[src/rtl/adc_seq_pkg.sv]
`timescale 1ns/1ps
// Shared types and helpers for the parallel-ADC sequencer.
package adc_seq_pkg;

    localparam int TS_W = 32;

    typedef enum logic [2:0] {
        ADC_RST = 3'd0,
        IDLE    = 3'd1,
        CONV    = 3'd2,
        WAIT_HI = 3'd3,
        WAIT_LO = 3'd4,
        READ    = 3'd5
    } state_e;

    function automatic int cmax(input int a, input int b);
        return (a > b) ? a : b;
    endfunction

endpackage

[src/rtl/adc_seq_fifo.sv]
`timescale 1ns/1ps
// Synchronous first-word-fall-through FIFO with free-slot count.
module adc_seq_fifo #(
    parameter int WIDTH = 8,
    parameter int DEPTH = 32,
    localparam int AW   = (DEPTH > 1) ? $clog2(DEPTH) : 1
) (
    input  logic             clk_i,
    input  logic             rst_i,
    input  logic             push_i,
    input  logic [WIDTH-1:0] wdata_i,
    input  logic             pop_i,
    output logic [WIDTH-1:0] rdata_o,
    output logic             valid_o,
    output logic [AW:0]      free_o
);
    logic [WIDTH-1:0] mem_q [DEPTH];
    logic [AW-1:0]    wr_ptr_q, rd_ptr_q;
    logic [AW:0]      count_q;
    logic             do_push, do_pop;

    assign do_pop  = pop_i && (count_q != '0);
    // A full FIFO may still accept a word when the head leaves in the same clock.
    assign do_push = push_i && ((count_q != (AW+1)'(DEPTH)) || do_pop);

    always_ff @(posedge clk_i) begin
        if (rst_i) begin
            wr_ptr_q <= '0;
            rd_ptr_q <= '0;
            count_q  <= '0;
        end else begin
            if (do_push) wr_ptr_q <= wr_ptr_q + 1'b1;
            if (do_pop)  rd_ptr_q <= rd_ptr_q + 1'b1;
            count_q <= count_q + (AW+1)'(do_push) - (AW+1)'(do_pop);
        end
    end

    always_ff @(posedge clk_i) begin
        if (do_push) mem_q[wr_ptr_q] <= wdata_i;
    end

    assign rdata_o = mem_q[rd_ptr_q];
    assign valid_o = (count_q != '0);
    assign free_o  = (AW+1)'(DEPTH) - count_q;

endmodule

[src/rtl/adc_par_sequencer.sv]
`timescale 1ns/1ps
// Parallel-ADC conversion sequencer: paces convst, reads NUM_CH words per frame into an FWFT stream FIFO.
// Define ADC_TIMESTAMP_EN to tag every word with a 32-bit frame counter on s_tstamp.
module adc_par_sequencer
    import adc_seq_pkg::*;
#(
    parameter int DATA_W       = 16,
    parameter int NUM_CH       = 8,
    parameter int FIFO_DEPTH   = 32,
    parameter int SAMPLE_DIV   = 540,
    parameter int CONVST_LOW   = 2,
    parameter int RD_LOW       = 2,
    parameter int RD_HIGH      = 1,
    parameter int ADCRST_CYC   = 8,
    parameter int BUSY_TIMEOUT = 64,
    localparam int CH_W        = (NUM_CH > 1) ? $clog2(NUM_CH) : 1
) (
    input  logic              CLOCK_27M,
    input  logic              rst,
    input  logic              enable,
    input  logic [DATA_W-1:0] DB,
    input  logic              Busy,
    output logic              convst,
    output logic              ADC_CS_N,
    output logic              RD_N,
    output logic              ADCrst,
    output logic              s_valid,
    input  logic              s_ready,
    output logic [DATA_W-1:0] s_data,
    output logic [CH_W-1:0]   s_chan,
    output logic              s_last,
`ifdef ADC_TIMESTAMP_EN
    output logic [TS_W-1:0]   s_tstamp,
`endif
    output logic              ovf,
    output logic              busy_err,
    input  logic              flag_clr
);
    localparam int DIV_W = (SAMPLE_DIV > 1) ? $clog2(SAMPLE_DIV) : 1;
    localparam int CNT_W = $clog2(cmax(cmax(ADCRST_CYC, BUSY_TIMEOUT),
                                       cmax(cmax(CONVST_LOW, RD_LOW), RD_HIGH)) + 1);
    localparam int FCW   = ((FIFO_DEPTH > 1) ? $clog2(FIFO_DEPTH) : 1) + 1;

    typedef struct packed {
`ifdef ADC_TIMESTAMP_EN
        logic [TS_W-1:0]   ts;
`endif
        logic [DATA_W-1:0] data;
        logic [CH_W-1:0]   chan;
        logic              last;
    } entry_t;

    state_e           state_q;
    logic [CNT_W-1:0] cnt_q;
    logic [CH_W-1:0]  ch_q;
    logic             rd_hi_q;
    logic             convst_q, cs_n_q, rd_n_q, adcrst_q;
    logic [DIV_W-1:0] div_q, div_d;
    logic [1:0]       busy_sync_q;
    logic             ovf_q, ovf_d, busy_err_q, busy_err_d;
    logic             busy_s, tick, start, push, busy_to;
    logic [FCW-1:0]   fifo_free;
    entry_t           wr_ent, rd_ent;

    assign busy_s  = busy_sync_q[1];
    assign tick    = enable && (div_q == DIV_W'(SAMPLE_DIV - 1));
    assign start   = (state_q == IDLE) && tick && (fifo_free >= FCW'(NUM_CH));
    assign push    = (state_q == READ) && !rd_hi_q && (cnt_q == CNT_W'(RD_LOW - 1));
    assign busy_to = (state_q == WAIT_HI) && !busy_s && (cnt_q == CNT_W'(BUSY_TIMEOUT - 1));

    always_comb begin
        div_d = div_q + 1'b1;
        if (!enable || tick) div_d = '0;
    end

    // Setting a flag takes priority over clearing it in the same clock.
    always_comb begin
        ovf_d      = ovf_q;
        busy_err_d = busy_err_q;
        if (flag_clr) begin
            ovf_d      = 1'b0;
            busy_err_d = 1'b0;
        end
        if (tick && !start) ovf_d = 1'b1;
        if (busy_to) busy_err_d = 1'b1;
    end

    always_ff @(posedge CLOCK_27M) begin
        if (rst) begin
            div_q       <= '0;
            busy_sync_q <= '0;
            ovf_q       <= 1'b0;
            busy_err_q  <= 1'b0;
        end else begin
            div_q       <= div_d;
            busy_sync_q <= {busy_sync_q[0], Busy};
            ovf_q       <= ovf_d;
            busy_err_q  <= busy_err_d;
        end
    end

    always_ff @(posedge CLOCK_27M) begin
        if (rst) begin
            state_q  <= ADC_RST;
            cnt_q    <= '0;
            ch_q     <= '0;
            rd_hi_q  <= 1'b0;
            convst_q <= 1'b1;
            cs_n_q   <= 1'b1;
            rd_n_q   <= 1'b1;
            adcrst_q <= 1'b1;
        end else begin
            case (state_q)
                ADC_RST: begin
                    if (cnt_q == CNT_W'(ADCRST_CYC - 1)) begin
                        adcrst_q <= 1'b0;
                        cnt_q    <= '0;
                        state_q  <= IDLE;
                    end else begin
                        cnt_q <= cnt_q + 1'b1;
                    end
                end
                IDLE: begin
                    if (start) begin
                        convst_q <= 1'b0;
                        cnt_q    <= '0;
                        state_q  <= CONV;
                    end
                end
                CONV: begin
                    if (cnt_q == CNT_W'(CONVST_LOW - 1)) begin
                        convst_q <= 1'b1;
                        cnt_q    <= '0;
                        state_q  <= WAIT_HI;
                    end else begin
                        cnt_q <= cnt_q + 1'b1;
                    end
                end
                WAIT_HI: begin
                    if (busy_s)       state_q <= WAIT_LO;
                    else if (busy_to) state_q <= IDLE;
                    else              cnt_q   <= cnt_q + 1'b1;
                end
                WAIT_LO: begin
                    if (!busy_s) begin
                        cs_n_q  <= 1'b0;
                        rd_n_q  <= 1'b0;
                        rd_hi_q <= 1'b0;
                        ch_q    <= '0;
                        cnt_q   <= '0;
                        state_q <= READ;
                    end
                end
                READ: begin
                    if (!rd_hi_q) begin
                        if (cnt_q == CNT_W'(RD_LOW - 1)) begin
                            rd_n_q  <= 1'b1;
                            rd_hi_q <= 1'b1;
                            cnt_q   <= '0;
                        end else begin
                            cnt_q <= cnt_q + 1'b1;
                        end
                    end else if (cnt_q == CNT_W'(RD_HIGH - 1)) begin
                        cnt_q <= '0;
                        if (ch_q == CH_W'(NUM_CH - 1)) begin
                            cs_n_q  <= 1'b1;
                            state_q <= IDLE;
                        end else begin
                            ch_q    <= ch_q + 1'b1;
                            rd_hi_q <= 1'b0;
                            rd_n_q  <= 1'b0;
                        end
                    end else begin
                        cnt_q <= cnt_q + 1'b1;
                    end
                end
                default: state_q <= ADC_RST;
            endcase
        end
    end

`ifdef ADC_TIMESTAMP_EN
    logic [TS_W-1:0] frame_cnt_q, frame_ts_q;

    always_ff @(posedge CLOCK_27M) begin
        if (rst) begin
            frame_cnt_q <= '0;
            frame_ts_q  <= '0;
        end else if (start) begin
            frame_ts_q  <= frame_cnt_q;
            frame_cnt_q <= frame_cnt_q + 1'b1;
        end
    end
`endif

    always_comb begin
        wr_ent      = '0;
        wr_ent.data = DB;
        wr_ent.chan = ch_q;
        wr_ent.last = (ch_q == CH_W'(NUM_CH - 1));
`ifdef ADC_TIMESTAMP_EN
        wr_ent.ts   = frame_ts_q;
`endif
    end

    adc_seq_fifo #(
        .WIDTH (DATA_W + CH_W + 1
`ifdef ADC_TIMESTAMP_EN
                + TS_W
`endif
        ),
        .DEPTH (FIFO_DEPTH)
    ) u_fifo (
        .clk_i   (CLOCK_27M),
        .rst_i   (rst),
        .push_i  (push),
        .wdata_i (wr_ent),
        .pop_i   (s_valid && s_ready),
        .rdata_o (rd_ent),
        .valid_o (s_valid),
        .free_o  (fifo_free)
    );

    assign s_data   = rd_ent.data;
    assign s_chan   = rd_ent.chan;
    assign s_last   = rd_ent.last;
`ifdef ADC_TIMESTAMP_EN
    assign s_tstamp = rd_ent.ts;
`endif
    assign convst   = convst_q;
    assign ADC_CS_N = cs_n_q;
    assign RD_N     = rd_n_q;
    assign ADCrst   = adcrst_q;
    assign ovf      = ovf_q;
    assign busy_err = busy_err_q;

endmodule

[config.mk]
export PLATFORM = sky130hd
export DESIGN_NAME = adc_par_sequencer
export DESIGN_NICKNAME = d
export VERILOG_FILES = /design/src/rtl/adc_seq_pkg.sv /design/src/rtl/adc_seq_fifo.sv /design/src/rtl/adc_par_sequencer.sv
export SDC_FILE = /design/constraint.sdc
export NUM_CORES = 1
export LEC_CHECK = 0
export BUFFER_PORTS_ARGS = -buffer_cell sky130_fd_sc_hd__buf_2
export CAP_MARGIN = 5
export CORE_MARGIN = 4
export CORE_UTILIZATION = 35
export DETAILED_ROUTE_END_ITERATION = 8
export PLACE_DENSITY = 0.53
export RECOVER_POWER = 50
export SLEW_MARGIN = 10
export SYNTH_ARGS = -nofsm -noshare
export SYNTH_HDL_FRONTEND = slang
export SYNTH_SLANG_ARGS = --single-unit
[constraint.sdc]
create_clock -name CLOCK_27M -period 3.4 [get_ports CLOCK_27M]
set_input_delay 1.02 -clock CLOCK_27M [delete_from_list [all_inputs] [get_ports CLOCK_27M]]
set_output_delay 1.02 -clock CLOCK_27M [all_outputs]
set_load 0.05 [all_outputs]
* Word-level counts from Yosys, hierarchy flattened
Memories as Yosys holds them, arrays and structs flattened. A register that Yosys moved wholly into a read port is not among the register bits. Cells that the tools add are included.
Word-level totals: output and inout port bits 27, memories kept 1, bits of input ports 22, bits in registers 48, bits in writable memories 640, word-level logic and storage cells 132
Operators by class: reduce and logical (&&, ||, !) cells 34, $add $sub $neg 8, equality and inequality tests 25, mux-type cells 48, $lt $le $gt $ge 1
Memory list:
- u_fifo.mem_q | words 32, width 20, read ports 1, clocked after Yosys merged registers in 1, wr ports 1, RTL line adc_seq_fifo.sv:17 | logic [WIDTH-1:0] mem_q [DEPTH];
Operator list (count):
- $mux W7 | 8
- $pmux W7 S6 | 1
- $mux W3 | 13
- $reduce_and A5 Y1 | 4
- $mux W1 | 18
- $pmux W3 S6 | 1
- $ne A2 B2 Y1 const B | 8
- $reduce_bool A6 Y1 | 2
- $logic_and A1 B1 Y1 | 11
- $add A10 B1 Y10 const B | 1
- $add A5 B1 Y5 const B | 2
- $eq A10 B10 Y1 const B | 1
- $mux W5 | 2
- $eq A3 B3 Y1 const B | 3
- $pmux W1 S2 | 4
- $reduce_and A8 Y1 | 1
- $reduce_bool A2 Y1 | 4
- $add A7 B1 Y7 const B | 1
- $eq A7 B1 Y1 const B | 1
- $eq A7 B3 Y1 const B | 1
- $eq A7 B6 Y1 const B | 1
- $logic_not A7 Y1 | 1
- $add A6 B1 Y6 | 1
- $eq A3 B2 Y1 const B | 2
- 16 further kinds | 24

* Longest topological paths before layout
Gate-level depths: netlist of run 1.
depth after elaboration 7, mapped depth 12, depth with buffers taken out 12

* Modules after synthesis
A second synthesis of run 1 with hierarchy kept.
Second synthesis, totals: cells, all modules 1511, area, all modules 27333.7 sq um
By module, submodules not included:
- adc_seq_fifo | area each 25603.3 sq um, cells each 1305, sequential area each 19638.8 sq um, times used 1
- adc_par_sequencer | area each 1730.4 sq um, cells each 206, sequential area each 640.6 sq um, times used 1

* Least setup slack after synthesis of run 1
Ideal clock, no wire load.
kind flip-flop to output port, from reg (tool-made name), to out s_chan[0], required time 2.380 ns, path buffers 2, arrival 2.361 ns, cell stages (with the launch flop) 6, setup slack 0.019 ns, cell sequence dfxtp_1 -> buf_2 -> buf_1 -> mux4_2 -> mux4_2 -> mux2_2
RTL lines:
- to (decl) | RTL line adc_par_sequencer.sv:30 | output logic [CH_W-1:0] s_chan,

==> results of run 1 <==
[area by class of cell]
type,count,area (um2),area share
Clock buffer,90,1950,0.0597
Clock inverter,43,383,0.0117
Inverter,23,86.3,0.00264
Multi-Input combinational cell,500,6750,0.206
Sequential cell,693,20300,0.621
Tap cell,1040,1300,0.0398
Timing Repair Buffer,170,1930,0.0590
[power by group through the flow]
stage	registers [W]	clock network [W]	logic, W
after CTS	0.00940	0.00797	0.00429
after global routing	0.00941	0.00834	0.00464
final	0.00940	0.00776	0.00432
after floorplan	0.00954	0	0.00264
after global placement	0.00958	0	0.00382
after detailed placement	0.00959	0	0.00385
[registers in the layout, indices dropped and copies added (netlist names), named ones only]
name and count:
u_fifo.count_q 6, u_fifo.mem_q 640, busy_err 1, busy_sync_q 2
ovf 1, RD_N 1, cnt_q 7, u_fifo.rd_ptr_q 5
convst 1, rd_hi_q 1, div_q 10, ch_q 3
state_q 3, u_fifo.wr_ptr_q 5, ADC_CS_N 1, ADCrst 1
[through the flow]
step	TNS [ns]	hold slack, ns
6_report	-10.91	0.437
3_3_place_gp	0	0.431
5_1_grt	-12.58	0.470
3_5_place_dp	0	0.441
4_1_cts	-11.79	0.446
2_1_floorplan	0	0.414
[worst max path at each step]
stage | startpoint | end | slack (ns) | cells past startpoint
final | register | s_data[4] | -0.58 | 7
after floorplan | register | s_chan[0] | 0.02 | 5
after global routing | register | s_last | -0.66 | 7
after global placement | register | s_data[4] | 0.007 | 6
after detailed placement | register | s_data[4] | 0.01 | 6
after CTS | register | s_data[0] | -0.63 | 6
[cell usage after synthesis (15+ instances only)]
cell,number
mux4_2,200
nand2_1,25
dfxtp_1,53
ha_1,22
mux2_2,22
edfxtp_1,640
buf_2,15
clkbuf_1,24
inv_1,21
nor2_1,67
a21oi_1,20
buf_1,23
[cell families after synthesis]
| logic type | after synthesis | share of synthesized area |
|---|---|---|
| AO/OA/AOI/OAI | 70 | 0.0184 |
| XOR/XNOR | 18 | 0.00579 |
| adder cells (fa/ha/maj) | 23 | 0.0108 |
| buffers and inverters | 87 | 0.0131 |
| flip-flops | 693 | 0.745 |
| multiplexers | 224 | 0.175 |
| AND/OR/NAND/NOR | 165 | 0.0315 |
[metal layers]
metal,wire [um],vias up,track usage
li1,-,5695,-
met1,28100,7130,0.220
met2,31000,374,0.254
met3,3290,89,0.0296
met4,1130,2,0.0348
met5,12,-,0
[repair_timing]
| item | 4_1_cts | 5_1_grt |
|---|---|---|
| gates resized for setup | 69 | 18 |
| buffers inserted | 11 | 0 |
| setup endpoints to repair | 20 | 20 |
| cloned | 3 | 3 |
==> flow_metrics.env, run 1 <==
export IMPL_outcome="finished with violations"
export IMPL_violations="max-capacitance violations, negative setup slack"
export IMPL_cts_hold_fix_buffers=0
export IMPL_core_um2=77200
export IMPL_drt_iter0_drc=1003
export IMPL_cts_made_buffers=73
export IMPL_min_period_ns=3.98
export IMPL_p_leak_nw=10.2
export IMPL_clkLatencyLatePin_ns=0.62
export IMPL_ant_nets=0
export IMPL_rr_endpoint="u_fifo.count_q[4]"
export IMPL_grt_pass1_vias=14000
export IMPL_synth_top_area_share=0.706
export IMPL_final_setup_skew_ns=0.0237
export IMPL_total_power_w=0.0215
export IMPL_cap_violations=1
export IMPL_grt_pass1_wl_um=94100
export IMPL_cp_cell_sequence="buf_6, buf_12, buf_12, mux4_2, mux4_2, mux2_4, buf_6"
export IMPL_clock_power_share=0.361
export IMPL_final_nets=1506
export IMPL_viasPerCell=5.19
export IMPL_r2r_start="u_fifo.count_q[3]"
export IMPL_grt_antenna_before_repair=1
export IMPL_postPlaceCellArea_um2=29900
export IMPL_critPathTopFamily="multiplexers"
export IMPL_synth_edf_count=640
export IMPL_vias=13300
export IMPL_fin_util=0.423
export IMPL_grt_usage=0.156
export IMPL_wl_per_cell_um=24.8
export IMPL_max_clock_path_buffers=3
export IMPL_min_path_cells=1
export IMPL_synth_ff_type="edfxtp_1"
export IMPL_syn_to_final_growth_pct=20.1
export IMPL_crit_path_end_kind="primary output"
export IMPL_first_pass_iters=6
export IMPL_dp_worst_setup_slack_ns=0.0120
export IMPL_finalCritPeriodShare=1.17
export IMPL_relSlewSlack=0.00672
export IMPL_syn_area_per_cell_um2=21.3
export IMPL_required_ns=2.38
export IMPL_hpwlAfterDp_um=37700
export IMPL_tightest_slew_ns=1.49
export IMPL_cp_slowest_stage_delay_ns=0.52
export IMPL_rsz0062_at_grt="true"
export IMPL_io_buffers=48
export IMPL_die_x_um=287
export IMPL_ys_ff_latch=693
export IMPL_p_int_w=0.0162
export IMPL_syn_inst=1280
export IMPL_arrival_ns=2.96
export IMPL_seqPwrFrac=0.438
export IMPL_cts_root_buf="clkbuf_16"
export IMPL_final_layout_size_suffix_gt1_frac=0.346
export IMPL_wl_um=63600
export IMPL_synth_seq_area_share=0.745
export IMPL_min_from="busy_sync_q[0]"
export IMPL_h_tree_depth=3
export IMPL_design_area_um2=32700
export IMPL_synthTopCellsByArea="edfxtp_1 (71%), mux4_2 (17%), dfxtp_1 (3.9%)"
export IMPL_mostFrequentLayoutCells="edfxtp_1 (640), mux4_2 (200), clkbuf_16 (78)"
export IMPL_synthesis_nets=1325
export IMPL_power_frac_comb=0.201
export IMPL_fp_dieH_um=287
export IMPL_overflow=0
export IMPL_antenna_cells=0
export IMPL_ir_worst_vdd_mv=0.445
export IMPL_slew_viol_final=0
export IMPL_start_kind="register"
export IMPL_r2r_slack_ns=0.22
export IMPL_initial_utilization=0.353
export IMPL_yosysWarnings=0
export IMPL_dp_cells=2410
export IMPL_power_net_switching_w=0.00532
export IMPL_yosysUniqueCellTypes=61
export IMPL_path_max_fanout=6
export IMPL_cp_slowest_cell="mux4_2"
export IMPL_criticalPathCategory="register to primary output"
export IMPL_worst_path_buf_inv=4
export IMPL_die_area_um2=82300
export IMPL_async_flop_share=0
export IMPL_max_freq_mhz=251
export IMPL_min_to="busy_sync_q[1]"
export IMPL_nFillCells=6741
export IMPL_reg2reg_depth=12
export IMPL_clkSinkCount=693
export IMPL_p_per_area_nw_per_um2=657
export IMPL_fin_cells=2559
export IMPL_cts_tree="built"
export IMPL_setup_slack_ns=-0.581
export IMPL_switching_share=0.248
export IMPL_syn_area_um2=27200
export IMPL_gp_congestion=0.751
export IMPL_rows=102
export IMPL_drc=0
export IMPL_io_pins=49
export IMPL_yosys_area_top_type="edfxtp_1"
export IMPL_setup_viol=20
export IMPL_grt_max_degree=53
export IMPL_hp_class="register to register"
export IMPL_final_common_cell="edfxtp_1"
export IMPL_clkTransAtPathRegs_ns=0.06
export IMPL_hold_viol_final=0
Power figures use the tool's default switching activity.
==> inputs of run 2 (changes only) <==
--- a/config.mk
+++ b/config.mk
@@ -9,8 +9,10 @@
 export CAP_MARGIN = 5
 export CORE_MARGIN = 4
 export CORE_UTILIZATION = 35
+export CTS_BUF_LIST = sky130_fd_sc_hd__clkbuf_8
 export DETAILED_ROUTE_END_ITERATION = 8
-export PLACE_DENSITY = 0.53
+export GPL_TIMING_DRIVEN = 1
+export PLACE_DENSITY_LB_ADDON = 0.08
 export RECOVER_POWER = 50
 export SLEW_MARGIN = 10
 export SYNTH_ARGS = -nofsm -noshare
==> run 2 against run 1 <==
Effect of this change: the run ends with max-capacitance violations, max-slew violations, negative setup slack left; hold slack gained 0.0048 ns; highest routed layer is now met4; sequential share of layout area grew 0.51 points; power shrank 4.3%; final cell count grew 3.5%; largest cell class unchanged.
==> flow_metrics.env, run 2 (synthesis results as in run 1) <==
export IMPL_cp_slowest_cell="mux4_2"
export IMPL_slew_viol_final=80
export IMPL_cts_tree="built"
export IMPL_gp_congestion=0.758
export IMPL_hpwlAfterDp_um=40700
export IMPL_final_nets=1558
export IMPL_cp_cell_sequence="buf_12, buf_12, buf_12, mux4_2, mux4_2, mux2_2, buf_6"
export IMPL_setup_viol=20
export IMPL_violations="max-capacitance violations, max-slew violations, negative setup slack"
export IMPL_grt_pass1_wl_um=102000
export IMPL_switching_share=0.262
export IMPL_rows=102
export IMPL_cp_common_cell="buf_12"
export IMPL_largest_register="u_fifo.mem_q"
export IMPL_met2_wirelength_um=35100
export IMPL_min_period_ns=4.03
export IMPL_fin_cells=2649
export IMPL_ant_nets=0
export IMPL_cap_violations=3
export IMPL_path_max_fanout=11
export IMPL_cts_made_buffers=119
export IMPL_p_int_w=0.0152
export IMPL_h_tree_depth=3
export IMPL_r2r_start="cnt_q[0]"
export IMPL_final_setup_skew_ns=0.0409
export IMPL_syn_to_final_growth_pct=19.1
export IMPL_viasPerCell=5.07
export IMPL_design_area_um2=32400
export IMPL_criticalPathCategory="register to primary output"
export IMPL_seqPwrFrac=0.459
export IMPL_clock_power_share=0.335
export IMPL_ir_worst_vdd_mv=0.412
export IMPL_drt_iter0_drc=979
export IMPL_finalCritPeriodShare=1.18
export IMPL_cp_slowest_stage_delay_ns=0.52
export IMPL_fin_util=0.420
export IMPL_p_per_area_nw_per_um2=634
export IMPL_reg2reg_depth=8
export IMPL_p_leak_nw=10.4
export IMPL_hp_class="register to register"
export IMPL_required_ns=2.38
export IMPL_fp_dieH_um=287
export IMPL_vias=13400
export IMPL_first_pass_iters=5
export IMPL_final_common_cell="edfxtp_1"
export IMPL_initial_utilization=0.353
export IMPL_grt_max_degree=35
export IMPL_hold_viol_final=0
export IMPL_fin_tns_setup_ns=-11.90
export IMPL_top_layer="met4"
export IMPL_rr_endpoint="u_fifo.mem_q[10][12]"
export IMPL_clkSinkCount=693
export IMPL_power_frac_comb=0.206
export IMPL_rsz0062_at_grt="true"
export IMPL_power_net_switching_w=0.00539
export IMPL_wl_met3_um=3060
export IMPL_relSlewSlack=-0.151
export IMPL_clkTransAtPathRegs_ns=0.06
export IMPL_start_kind="register"
export IMPL_overflow=0
export IMPL_top_regs="u_fifo.mem_q: 640 flops, div_q: 10 flops, cnt_q: 7 flops"
export IMPL_postPlaceCellArea_um2=29900
export IMPL_grt_antenna_before_repair=2
export IMPL_die_area_um2=82300
export IMPL_wl_met1_um=31500
export IMPL_wl_per_cell_um=26.9
export IMPL_wl_um=71200
export IMPL_cts_hold_fix_buffers=0
export IMPL_die_x_um=287
export IMPL_largest_reg_flops=640
export IMPL_final_layout_size_suffix_gt1_frac=0.350
export IMPL_tightest_slew_ns=1.73
export IMPL_setup_slack_ns=-0.629
export IMPL_grt_pass1_vias=14300
export IMPL_clkLatencyLatePin_ns=0.71
export IMPL_crit_end="s_data[13]"
export IMPL_dp_cells=2418
export IMPL_grt_usage=0.174
export IMPL_io_buffers=48
export IMPL_drc=0
export IMPL_r2r_slack_ns=0.34
export IMPL_core_um2=77200
export IMPL_cts_root_buf="clkbuf_8"
export IMPL_max_clock_path_buffers=3
export IMPL_arrival_ns=3.01
export IMPL_mostFrequentLayoutCells="edfxtp_1 (640), mux4_2 (200), clkbuf_8 (124)"
export IMPL_crit_path_end_kind="primary output"
export IMPL_max_freq_mhz=248
export IMPL_outcome="finished with violations"
export IMPL_io_pins=49
run 2: how the worst min path moves through the flow:
stage               slack [ns]      startpoint  cells past startpoint             end
floorplan                 0.41  busy_sync_q[0]                      1  busy_sync_q[1]
detailed placement        0.44  busy_sync_q[0]                      1  busy_sync_q[1]
global placement          0.44  busy_sync_q[0]                      1  busy_sync_q[1]
global route              0.46  busy_sync_q[0]                      1  busy_sync_q[1]
CTS                       0.44            Busy                      2  busy_sync_q[0]
finish                    0.44  busy_sync_q[0]                      1  busy_sync_q[1]
run 2: final cells by class:
class                      instances  area [um2]
tap                             1040        1300
inverter                          23        86.3
multi-input combinational        500        6680
antenna                            1        2.50
sequential                       693       20300
clock inverter                    92         449
timing repair buffer             176        1910
fill                            6839       44800
clock buffer                     124        1710
run 2: per-stage QoR:
stage	hold slack (ns)	total power [W]	worst slack, ns
floorplan	0.414	0.0122	0.0188
global placement	0.437	0.0135	0.00247
detailed placement	0.436	0.0135	0.00442
CTS	0.443	0.0209	-0.712
global route	0.460	0.0215	-0.731
finish	0.441	0.0206	-0.629
run 2: power groups by stage:
stage	clock network (W)	registers, W	logic [W]
after floorplan	0	0.00954	0.00264
after global placement	0	0.00961	0.00390
after detailed placement	0	0.00961	0.00391
after CTS	0.00716	0.00944	0.00428
after global routing	0.00755	0.00944	0.00453
final	0.00688	0.00944	0.00424
run 2: worst max-delay path, delay by kind of cell (launching register included):
family   cells  cell delay (ns)
buf+inv      4             0.64
flops        1             0.38
mux          3             1.30
run 2: what timing repair did:
| action | CTS | global route |
|---|---|---|
| setup buffers | 6 | 5 |
| setup endpoints to repair | 20 | 20 |
| gates cloned | 3 | 1 |
| resized for setup | 64 | 8 |
run 2: per-layer routing:
layer  global-route usage  up-vias
met5                    0        -
met4               0.0427        0
met3               0.0339      104
met2                0.292      323
met1                0.235     7192
li1                     -     5816
